==> config.mk <==
export PLATFORM = sky130hd
export DESIGN_NAME = uart_rx_deserializer
export DESIGN_NICKNAME = d
export VERILOG_FILES = /design/src/rtl/uart_rx_deserializer.sv
export SDC_FILE = /design/constraint.sdc
export NUM_CORES = 1
export LEC_CHECK = 0
export ABC_AREA = 1
export BUFFER_PORTS_ARGS = -buffer_cell sky130_fd_sc_hd__buf_2
export CAP_MARGIN = 25
export CORE_ASPECT_RATIO = 1.5
export CORE_UTILIZATION = 40
export CTS_BUF_LIST = sky130_fd_sc_hd__clkbuf_8
export DETAILED_ROUTE_END_ITERATION = 8
export PLACE_DENSITY_LB_ADDON = 0.1
export SLEW_MARGIN = 25
export SYNTH_ARGS = -nofsm -noshare
export SYNTH_HDL_FRONTEND = slang
export SYNTH_SLANG_ARGS = --single-unit
export TNS_END_PERCENT = 20
==> constraint.sdc <==
create_clock -name clk -period 1.5 [get_ports clk]
set_input_delay 0.375 -clock clk [delete_from_list [all_inputs] [get_ports clk]]
set_output_delay 0.375 -clock clk [all_outputs]
set_load 0.01 [all_outputs]
==> src/rtl/uart_rx_deserializer.sv <==
// 8N1 UART receiver: synchronizes the RX line, samples each bit at its centre and
// delivers good bytes with a one-cycle strobe; a bad stop bit gives a one-cycle error strobe instead.
module uart_rx_deserializer #(
  parameter int CLKS_PER_BIT = 104,
  localparam int CNT_W = $clog2(CLKS_PER_BIT)
) (
  input  logic       clk,
  input  logic       reset,
  input  logic       rx,
  output logic       received,
  output logic [7:0] rx_byte,
  output logic       is_receiving,
  output logic       recv_error
);

  localparam logic [2:0] IDLE  = 3'd0;
  localparam logic [2:0] START = 3'd1;
  localparam logic [2:0] DATA  = 3'd2;
  localparam logic [2:0] STOP  = 3'd3;
  localparam logic [2:0] BREAK = 3'd4;

  localparam logic [CNT_W-1:0] HALF_M1 = CNT_W'(CLKS_PER_BIT / 2 - 1);
  localparam logic [CNT_W-1:0] FULL_M1 = CNT_W'(CLKS_PER_BIT - 1);

  logic             r_sync1;
  logic             r_rx_s;
  logic [2:0]       r_state;
  logic [CNT_W-1:0] r_cnt;
  logic [2:0]       r_bit_idx;
  logic [7:0]       r_shift;
  logic [7:0]       r_rx_byte;
  logic             r_received;
  logic             r_recv_error;

  logic w_half_done;
  logic w_bit_done;

  assign w_half_done = (r_cnt == HALF_M1);
  assign w_bit_done  = (r_cnt == FULL_M1);

  always_ff @(posedge clk) begin
    if (reset) begin
      r_sync1      <= 1'b1;
      r_rx_s       <= 1'b1;
      r_state      <= IDLE;
      r_cnt        <= '0;
      r_bit_idx    <= '0;
      r_shift      <= '0;
      r_rx_byte    <= '0;
      r_received   <= 1'b0;
      r_recv_error <= 1'b0;
    end else begin
      r_sync1      <= rx;
      r_rx_s       <= r_sync1;
      r_received   <= 1'b0;
      r_recv_error <= 1'b0;
      case (r_state)
        IDLE: begin
          r_cnt <= '0;
          if (!r_rx_s) r_state <= START;
        end
        START: begin
          // A line that is high again at mid start bit was only a glitch.
          if (w_half_done) begin
            r_cnt <= '0;
            if (r_rx_s) begin
              r_state <= IDLE;
            end else begin
              r_state   <= DATA;
              r_bit_idx <= '0;
            end
          end else begin
            r_cnt <= r_cnt + 1'b1;
          end
        end
        DATA: begin
          if (w_bit_done) begin
            r_cnt              <= '0;
            r_shift[r_bit_idx] <= r_rx_s;
            if (r_bit_idx == 3'd7) r_state <= STOP;
            else r_bit_idx <= r_bit_idx + 3'd1;
          end else begin
            r_cnt <= r_cnt + 1'b1;
          end
        end
        STOP: begin
          // Leaving mid stop bit keeps back-to-back start edges catchable.
          if (w_bit_done) begin
            r_cnt <= '0;
            if (r_rx_s) begin
              r_rx_byte  <= r_shift;
              r_received <= 1'b1;
              r_state    <= IDLE;
            end else begin
              r_recv_error <= 1'b1;
              r_state      <= BREAK;
            end
          end else begin
            r_cnt <= r_cnt + 1'b1;
          end
        end
        BREAK: begin
          r_cnt <= '0;
          if (r_rx_s) r_state <= IDLE;
        end
        default: begin
          r_cnt   <= '0;
          r_state <= IDLE;
        end
      endcase
    end
  end

  assign received     = r_received;
  assign recv_error   = r_recv_error;
  assign rx_byte      = r_rx_byte;
  assign is_receiving = (r_state != IDLE);

endmodule
==> run summary, run 1 <==
CTS tree: yes
vias in the first global route: 1264
DP Worst Slack: 0.000960 ns
Switching Share: 38.9%
max_slew headroom: 78.7%
First-pass DRT Iterations: 4
CP delay by family, top: flip-flops
CP startpoint: r_state[1]
port buffer count: 13
VDD IR max: 0.000837 V
maximum buffer depth of the clock tree: 2
post-synth top area share: 43.2%
DR vias: 1381
Combinational Power Share: 38.0%
Clk pin slew, worst setup/hold paths: 0.07 ns
clock share of power: 24.3%
post-route cell area: 1880 µm²
WP buf/inv: 2
Psw: 1050 µW
maxcap violations: 0
critical-path cell list: buf_4 > nor2_2 > nand2_1 > buf_2
Area contributors post-synth: dfxtp_1 43%, nor2_1 14%, nand2_1 11%
wire per inst: 11.0 µm
count leader, synth: nor2_1
core area: 3650 µm²
Placed Area: 1730 µm²
Syn Inst Count: 213
cell internal pwr: 1650 µW
I/O Pins: 14
largest net degree at the start of global routing: 17
ys async rst share: 0%
worst hold path type: input pin to flop
drc violations: 0
die area: 4080 µm²
clk_lat worst skew: 0.28 ns
P_leak: 0.000833 µW
synthesized area: 1530 µm²
list of most frequent post-synthesis cells: 55 x nor2_1, 44 x nand2_1, 33 x dfxtp_1
CP Launch Type: flop
total number of yosys warnings: 0
DP Cell Count: 276
element type at the critical path end: output pin
status: complete, no violations
area leader, netlist: dfxtp_1
Post-synth EDFFs: 0
slack of the critical path: 0.0743 ns
stages on the worst setup path: 4
row cnt: 27
antenna cells: 0
synth unique cells: 27
Critical Path End: is_receiving
antenna viol nets, final: 0
gr ovfl total: 0
setup slack, reg-to-reg: 0.08 ns
RR Endpoint: r_shift[1]
Fin Clk Skew: 0.00437 ns
setup violators final: 0
Sink Count: 33
WL final: 3.14 mm
cts hold-fix bufs: 0
Syn Area/Cell: 7.18 µm²
Post-CTS Setup Inserts: 0
slowest CP cell: dfxtp_1
post-DP HPWL: 2.18 mm
Synth Flop Type: dfxtp_1
Chip Width: 52.5 µm
Seq/Total Area, Yosys: 43.2%
initial detailed-routing violation count: 32
Layout area overhead: 23.1%
nets@finish: 248
initial antenna violation count: 0
overall routing resource usage: 16.8%
share of layout cells above drive strength 1: 24.3%
Final Wtd Congestion: 0.827
worst-path maximum fanout: 4
RSZ-0062 raised after global routing: yes
CTS buffer count: 5
Hold WS: 0.278 ns
root buffer selected by CTS: clkbuf_8
period utilization: 95.0%
initial core utilization: 41.9%
critical path class: flop to output pin
arrival time worst endpoint: 1.05 ns
Min Clock Period, post-route: 1.43 ns
H-tree levels: 2
FMAX: 701 MHz
Non-Filler Instances: 286
Syn Nets: 219
via-per-instance ratio: 4.83
first-pass GRT wire length: 5.28 mm
Pwr Density: 1440 nW/µm²
die height: 77.7 µm
Final Power: 2700 µW
max-slew violation total from the final report: 0
Reg power frac: 37.7%
worst slew pin tran: 0.318 ns
CP peak stage delay: 0.32 ns
synthesized flop and latch total: 33
Worst Path Required: 1.12 ns
reg2reg path depth: 9
Hold Vio Cnt, Final: 0
reg2reg start: r_cnt[1]
==> power by group through the flow <==
stage	Clock, µW	Sequential, µW	Combinational [µW]
floorplan	0	1060	652
global placement	0	1030	961
detailed placement	0	1030	957
CTS	683	1020	959
global route	729	1030	1170
finish	658	1020	1030
==> final cells by class <==
class	count	area (µm²)
multi-input combinational	158	827
clock buffer	5	68.8
inverter	20	77.6
sequential	33	664
tap	43	53.8
fill	367	1770
clock inverter	3	17.5
timing repair buffer	24	173
==> worst min path at each step <==
| stage | from | to | slack, ns | cells past startpoint |
|---|---|---|---|---|
| floorplan | r_sync1 | r_rx_s | 0.39 | 1 |
| global placement | r_sync1 | r_rx_s | 0.39 | 1 |
| detailed placement | r_sync1 | r_rx_s | 0.40 | 1 |
| CTS | rx | r_sync1 | 0.28 | 2 |
| global route | rx | r_sync1 | 0.28 | 2 |
| finish | rx | r_sync1 | 0.28 | 2 |
==> per-layer routing <==
layer	GRT usage (%)	vias to the layer above	part of all wire, %
li1	-	731	-
met2	27.0	23	48
met4	6.05	0	2.0
met5	0	-	0
met1	20.9	620	47
met3	4.71	7	3.1
==> registers in the layout (all words and copies together), names as in the netlist <==
register,cells
r_bit_idx,3
r_cnt,7
r_rx_s,1
r_state,3
rx_byte,8
r_sync1,1
recv_error,1
r_shift,8
received,1
==> worst reg2reg max path: stages, from the launching register on <==
cell and delay, ns:
dfxtp_2 0.36, ha_4 0.16, nand2_2 0.06, nor2_2 0.09
nand2_2 0.11, buf_12 0.16, nor2_4 0.19, nand2_1 0.08
nand2_1 0.06, a21oi_1 0.06
==> what timing repair did <==
| item | 4_1_cts | 5_1_grt |
|---|---|---|
| pin swaps | 0 | 7 |
| gates resized for setup | 1 | 18 |
| cloned | 0 | 2 |
| setup endpoints to repair | 4 | 29 |
==> cell families after synthesis <==
kind of cell,synth area share [%]
XOR/XNOR,2.86
AND/OR/NAND/NOR,37.8
buffers and inverters,6.96
adder cells (fa/ha/maj),2.46
flip-flops,43.2
AO/OA/AOI/OAI,6.71
==> per-stage QoR <==
stage                     TNS, ns  util, %
after floorplan                 0        -
after global placement          0     47.3
after detailed placement        0     47.3
after CTS                 -0.0159     49.7
after global routing       -0.129     51.6
final                           0     51.6
==> layout by cell type, fill, tap and decap left out, types with 5 or more instances in the layout <==
cell,netlist,layout
nor2_1,55,51
a21oi_1,9,9
inv_1,18,18
buf_4,1,9
nand2_2,2,7
o21ai_1,6,7
buf_2,0,13
nand2_1,44,40
clkbuf_8,0,5
nand3_1,14,13
dfxtp_1,33,30
Power figures use the tool's default switching activity.
==> run 2, diff against run 1 <==
--- a/config.mk
+++ b/config.mk
@@ -13,6 +13,7 @@
 export CTS_BUF_LIST = sky130_fd_sc_hd__clkbuf_8
 export DETAILED_ROUTE_END_ITERATION = 8
 export PLACE_DENSITY_LB_ADDON = 0.1
+export SETUP_SLACK_MARGIN = 0.05
 export SLEW_MARGIN = 25
 export SYNTH_ARGS = -nofsm -noshare
 export SYNTH_HDL_FRONTEND = slang
==> constraint.sdc (replaced) <==
create_clock -name clk -period 1.5 [get_ports clk]
set_input_delay 0.075 -clock clk [delete_from_list [all_inputs] [get_ports clk]]
set_output_delay 0.075 -clock clk [all_outputs]
set_load 0.01 [all_outputs]
==> run summary, run 2 (synthesis results as in run 1) <==
status: complete, no violations
worst slew pin tran: 0.314 ns (-0.00363 ns)
setup violators final: 0 (unchanged)
max_slew headroom: 79.0% (+0.24 points)
clk_lat worst skew: 0.29 ns (about the same)
antenna viol nets, final: 0 (unchanged)
I/O Pins: 14 (unchanged)
RSZ-0062 raised after global routing: yes
area occupied by multi-input gates: 826 µm² (-0.15%)
wire per inst: 10.7 µm (-2.3%)
nets@finish: 250 (+0.81%)
core area: 3650 µm² (unchanged)
initial core utilization: 41.9% (unchanged)
arrival time worst endpoint: 1.66 ns (+0.61 ns)
Final Power: 2690 µW (-0.56%)
vias in the first global route: 1281 (+1.3%)
P_leak: 0.000833 µW (about the same)
Hold Vio Cnt, Final: 0 (unchanged)
setup slack, reg-to-reg: 0.07 ns (about the same)
antenna cells: 0 (unchanged)
critical path class: flop to flop
maxcap violations: 0 (unchanged)
DP Worst Slack: 0.0134 ns (+0.0125 ns)
worst hold path type: input pin to flop
max-slew violation total from the final report: 0 (unchanged)
most common cell after layout, fill and taps aside: nor2_1
Final Wtd Congestion: 0.802 (-3.1%)
reg2reg path depth: 8 (-1)
port buffer count: 13 (unchanged)
H-tree levels: 2 (unchanged)
Placed Area: 1690 µm² (-2.0%)
Layout area overhead: 23.2%
post-DP HPWL: 2.14 mm (-2.1%)
row cnt: 27 (unchanged)
via-per-instance ratio: 4.75 (-1.6%)
FMAX: 700 MHz (-0.16%)
VDD IR max: 0.000880 V (+5.1%)
Chip Width: 52.5 µm (unchanged)
CTS tree: yes
largest net degree at the start of global routing: 14 (-3)
worst-path maximum fanout: 8 (+4)
WL final: 3.09 mm (-1.6%)
CP Launch Type: flop
share of layout cells above drive strength 1: 24.9% (+0.62 points)
slack of the critical path: 0.0720 ns (-0.00227 ns)
Pwr Density: 1430 nW/µm² (-0.70%)
initial detailed-routing violation count: 20 (-38%)
Fin Clk Skew: 0.00730 ns (+0.00293 ns)
overall routing resource usage: 17.7% (+0.82 points)
DR vias: 1368 (-0.94%)
CTS buffer count: 5 (unchanged)
most frequent cells in the layout: 51 x nor2_1, 39 x nand2_1, 30 x dfxtp_1
Worst Path Required: 1.73 ns (+0.61 ns)
die area: 4080 µm² (unchanged)
drc violations: 0 (unchanged)
post-route cell area: 1880 µm² (+0.13%)
First-pass DRT Iterations: 4 (unchanged)
Clk pin slew, worst setup/hold paths: 0.07 ns (about the same)
maximum buffer depth of the clock tree: 2 (unchanged)
initial antenna violation count: 0 (unchanged)
FILL cells: 384 (+4.6%)
first-pass GRT wire length: 5.43 mm (+2.9%)
period utilization: 95.2% (+0.15 points)
Util after Layout: 51.6% (+0.069 points)
element type at the critical path end: flop
Sink Count: 33 (unchanged)
gr ovfl total: 0 (unchanged)
Min Clock Period, post-route: 1.43 ns (+0.00227 ns)
register area: 664 µm² (unchanged)
die height: 77.7 µm (unchanged)
hold depth: 2 (unchanged)
root buffer selected by CTS: clkbuf_8
==> run 2: cell count changes in the layout (fill, tap and decap cells not counted), sizes merged <==
cell,change
dlygate4sd3,+1
clkinv,+1
buf,+1
inv,-1
==> run 2: critical path: stages, from the launching register on <==
cell and delay [ns]:
dfxtp_2 0.35, ha_4 0.15, nand2_2 0.05, nor2_2 0.11, nand2_2 0.10, buf_12 0.15, nor2_4 0.19, nand3_1 0.12
a21oi_2 0.14
==> run 2: what timing repair did <==
item	CTS	global route
endpoints found under the hold margin	1	0
cloned	2	0
pin swaps	5	9
hold buffers	1	0
resized for setup	4	13
setup endpoints to repair	19	28
setup buffers	0	4
==> run 2: path summary, 6_finish.rpt <==
check                to     start
min reg2reg      r_rx_s   r_sync1
max reg2reg  r_shift[0]  r_cnt[0]
min          r_shift[0]     reset
max          r_shift[0]  r_cnt[0]
==> run 2: metal layers <==
metal	routed length [µm]	vias up	global-route usage [%]
li1	-	738	-
met3	105	5	5.29
met5	0	-	0
met4	51	0	7.89
met2	1480	21	28.0
met1	1450	604	21.3
==> run 2: metrics by stage <==
stage | cells | hold slack, ns | setup TNS [ns]
after floorplan | 213 | 0.179 | 0
after global routing | 288 | 0.129 | -0.270
after detailed placement | 273 | 0.262 | 0
after global placement | 273 | 0.265 | 0
after CTS | 284 | 0.121 | 0
final | 288 | 0.122 | 0
==> run 2: where the power goes <==
part	total (µW)	switching [µW]	internal (µW)
logic	999	622	377
registers	1030	80.1	951
clock network	657	337	320
==> run 2: area by class of cell <==
class	instances	share of cell area (%)
Timing Repair Buffer	26	9.43
Sequential cell	33	35.3
Tap cell	43	2.86
Clock inverter	3	0.930
Inverter	20	4.05
Clock buffer	5	3.65
Multi-Input combinational cell	158	43.8
==> run 3, diff against run 2 <==
--- a/config.mk
+++ b/config.mk
@@ -8,8 +8,10 @@
 export ABC_AREA = 1
 export BUFFER_PORTS_ARGS = -buffer_cell sky130_fd_sc_hd__buf_2
 export CAP_MARGIN = 25
+export CELL_PAD_IN_SITES_DETAIL_PLACEMENT = 1
+export CELL_PAD_IN_SITES_GLOBAL_PLACEMENT = 2
 export CORE_ASPECT_RATIO = 1.5
-export CORE_UTILIZATION = 40
+export CORE_UTILIZATION = 31
 export CTS_BUF_LIST = sky130_fd_sc_hd__clkbuf_8
 export DETAILED_ROUTE_END_ITERATION = 8
 export PLACE_DENSITY_LB_ADDON = 0.1
==> run summary, run 3 (synthesis results as in run 1) <==
row cnt: 30 (+11%)
FMAX: 704 MHz (+0.56%)
Final Wtd Congestion: 0.845 (+5.4%)
status: complete, no violations
die height: 88.0 µm (+13%)
drc violations: 0 (unchanged)
CTS tree: yes
slack of the critical path: 0.0799 ns (+0.00791 ns)
initial core utilization: 33.1% (-8.8 points)
slowest CP cell: dfxtp_2
DR vias: 1456 (+6.4%)
critical path class: flop to flop
Chip Width: 59.3 µm (+13%)
clk_lat worst skew: 0.28 ns (about the same)
setup violators final: 0 (unchanged)
Fin Clk Skew: 0.00410 ns (-0.00320 ns)
maxcap violations: 0 (unchanged)
nets@finish: 255 (+2.0%)
antenna viol nets, final: 0 (unchanged)
max-slew violation total from the final report: 0 (unchanged)
arrival time worst endpoint: 1.64 ns (-0.02 ns)
I/O Pins: 14 (unchanged)
antenna cells: 0 (unchanged)
CTS buffer count: 5 (unchanged)
First-pass DRT Iterations: 3 (-1)
Non-Filler Instances: 314 (+9.0%)
worst-path maximum fanout: 3 (-5)
VDD IR max: 0.000601 V (-32%)
Most common cell on crit path: nor2_1
worst hold path type: input pin to flop
initial antenna violation count: 0 (unchanged)
vias in the first global route: 1500 (+17%)
RSZ-0062 raised after global routing: yes
overall routing resource usage: 17.0% (-0.66 points)
setup slack, reg-to-reg: 0.08 ns (about the same)
element type at the critical path end: flop
Psw: 1160 µW (+12%)
Clk pin slew, worst setup/hold paths: 0.07 ns (about the same)
Sink Count: 33 (unchanged)
cell internal pwr: 1730 µW (+5.3%)
via-per-instance ratio: 4.64 (-2.4%)
initial detailed-routing violation count: 32 (+60%)
port buffer count: 13 (unchanged)
H-tree levels: 2 (unchanged)
most common cell after layout, fill and taps aside: nor2_1
first-pass GRT wire length: 6.60 mm (+21%)
largest net degree at the start of global routing: 17 (+3)
gr ovfl total: 0 (unchanged)
Layout area overhead: 31.8%
post-DP HPWL: 2.89 mm (+35%)
clock share of power: 22.3% (-2.1 points)
Min Clock Period, post-route: 1.42 ns (-0.00791 ns)
worst slew pin tran: 0.425 ns (+0.110 ns)
Hold Vio Cnt, Final: 0 (unchanged)
CP delay by family, top: simple AND/OR/NAND/NOR gates
DP Worst Slack: -0.0467 ns (-0.0601 ns)
Pwr Density: 1440 nW/µm² (+0.75%)
Combinational Power Share: 41.8% (+4.6 points)
share of layout cells above drive strength 1: 30.0% (+5.1 points)
P_leak: 0.000881 µW (+5.8%)
period utilization: 94.7% (-0.53 points)
DP Cell Count: 295 (+8.1%)
most frequent cells in the layout: 50 x nor2_1, 35 x nand2_1, 28 x dfxtp_1
wire per inst: 12.9 µm (+20%)
maximum buffer depth of the clock tree: 2 (unchanged)
die area: 5220 µm² (+28%)
Switching Share: 40.1% (+1.4 points)
WP buf/inv: 1 (unchanged)
CP Launch Type: flop
Reg power frac: 35.9% (-2.5 points)
FILL cells: 603 (+57%)
core area: 4620 µm² (+27%)
Worst Path Required: 1.72 ns (about the same)
CP peak stage delay: 0.36 ns (about the same)
WL final: 4.05 mm (+31%)
root buffer selected by CTS: clkbuf_8
max_slew headroom: 71.6% (-7.3 points)
critical-path cell list: ha_4 > inv_1 > nor2_1 > nand3_2 > nand2_4 > nand2_2 > nor2_4 > nor2_1 > nor2_1
-- run 3: path summary, 6_finish.rpt --
path                               start    endpoint  cells past startpoint
worst max-delay path            r_cnt[0]  r_state[2]                      9
worst min-delay path               reset  r_shift[6]                      2
worst max register to register  r_cnt[0]  r_state[2]                      9
worst min register to register   r_sync1      r_rx_s                      1
-- run 3: metrics by stage --
stage	utilization, %	setup TNS (ns)	cell area, µm²	hold slack [ns]	power [µW]
after floorplan	-	0	1530	0.179	1710
after CTS	40.1	0	1850	0.135	2720
after detailed placement	37.1	-0.250	1710	0.275	2020
after global routing	43.6	0	2010	0.155	3100
final	43.6	0	2010	0.134	2890
after global placement	37.1	0	1710	0.276	1990
-- run 3: repair_timing --
item	4_1_cts	5_1_grt
setup endpoints to repair	17	28
pin swaps	5	14
hold buffers	1	0
endpoints found under the hold margin	1	0
setup buffers	2	6
cloned	1	1
resized for setup	10	30
-- run 3: area by class of cell --
cell class              count  area (µm²)  share of cell area, %
clock buffers               5        68.8                   3.42
clock inverters             3        13.8                  0.683
repair buffers             31         203                   10.1
well taps                  64        80.1                   3.98
flip-flops and latches     33         669                   33.2
inverters                  20        80.1                   3.98
multi-input cells         158         900                   44.7
-- run 3: worst reg2reg max path: stages, from the launching register on --
cell	delay, ns
dfxtp_2	0.36
ha_4	0.16
inv_1	0.05
nor2_1	0.14
nand3_2	0.15
nand2_4	0.13
nand2_2	0.09
nor2_4	0.14
nor2_1	0.05
nor2_1	0.09
-- run 3: routing by layer --
| metal | vias up | part of all wire, % | global-route usage, % |
|---|---|---|---|
| li1 | 742 | - | - |
| met1 | 700 | 40 | 16.9 |
| met2 | 9 | 57 | 33.1 |
| met5 | - | 0 | 0 |
| met4 | 0 | 1.4 | 6.49 |
| met3 | 5 | 1.7 | 3.55 |
-- run 3: power groups by stage --
stage	Sequential [µW]	Clock [µW]	Combinational [µW]
6_report	1040	644	1210
5_1_grt	1050	692	1360
4_1_cts	1030	658	1030
3_5_place_dp	1050	0	969
3_3_place_gp	1050	0	939
2_1_floorplan	1060	0	652
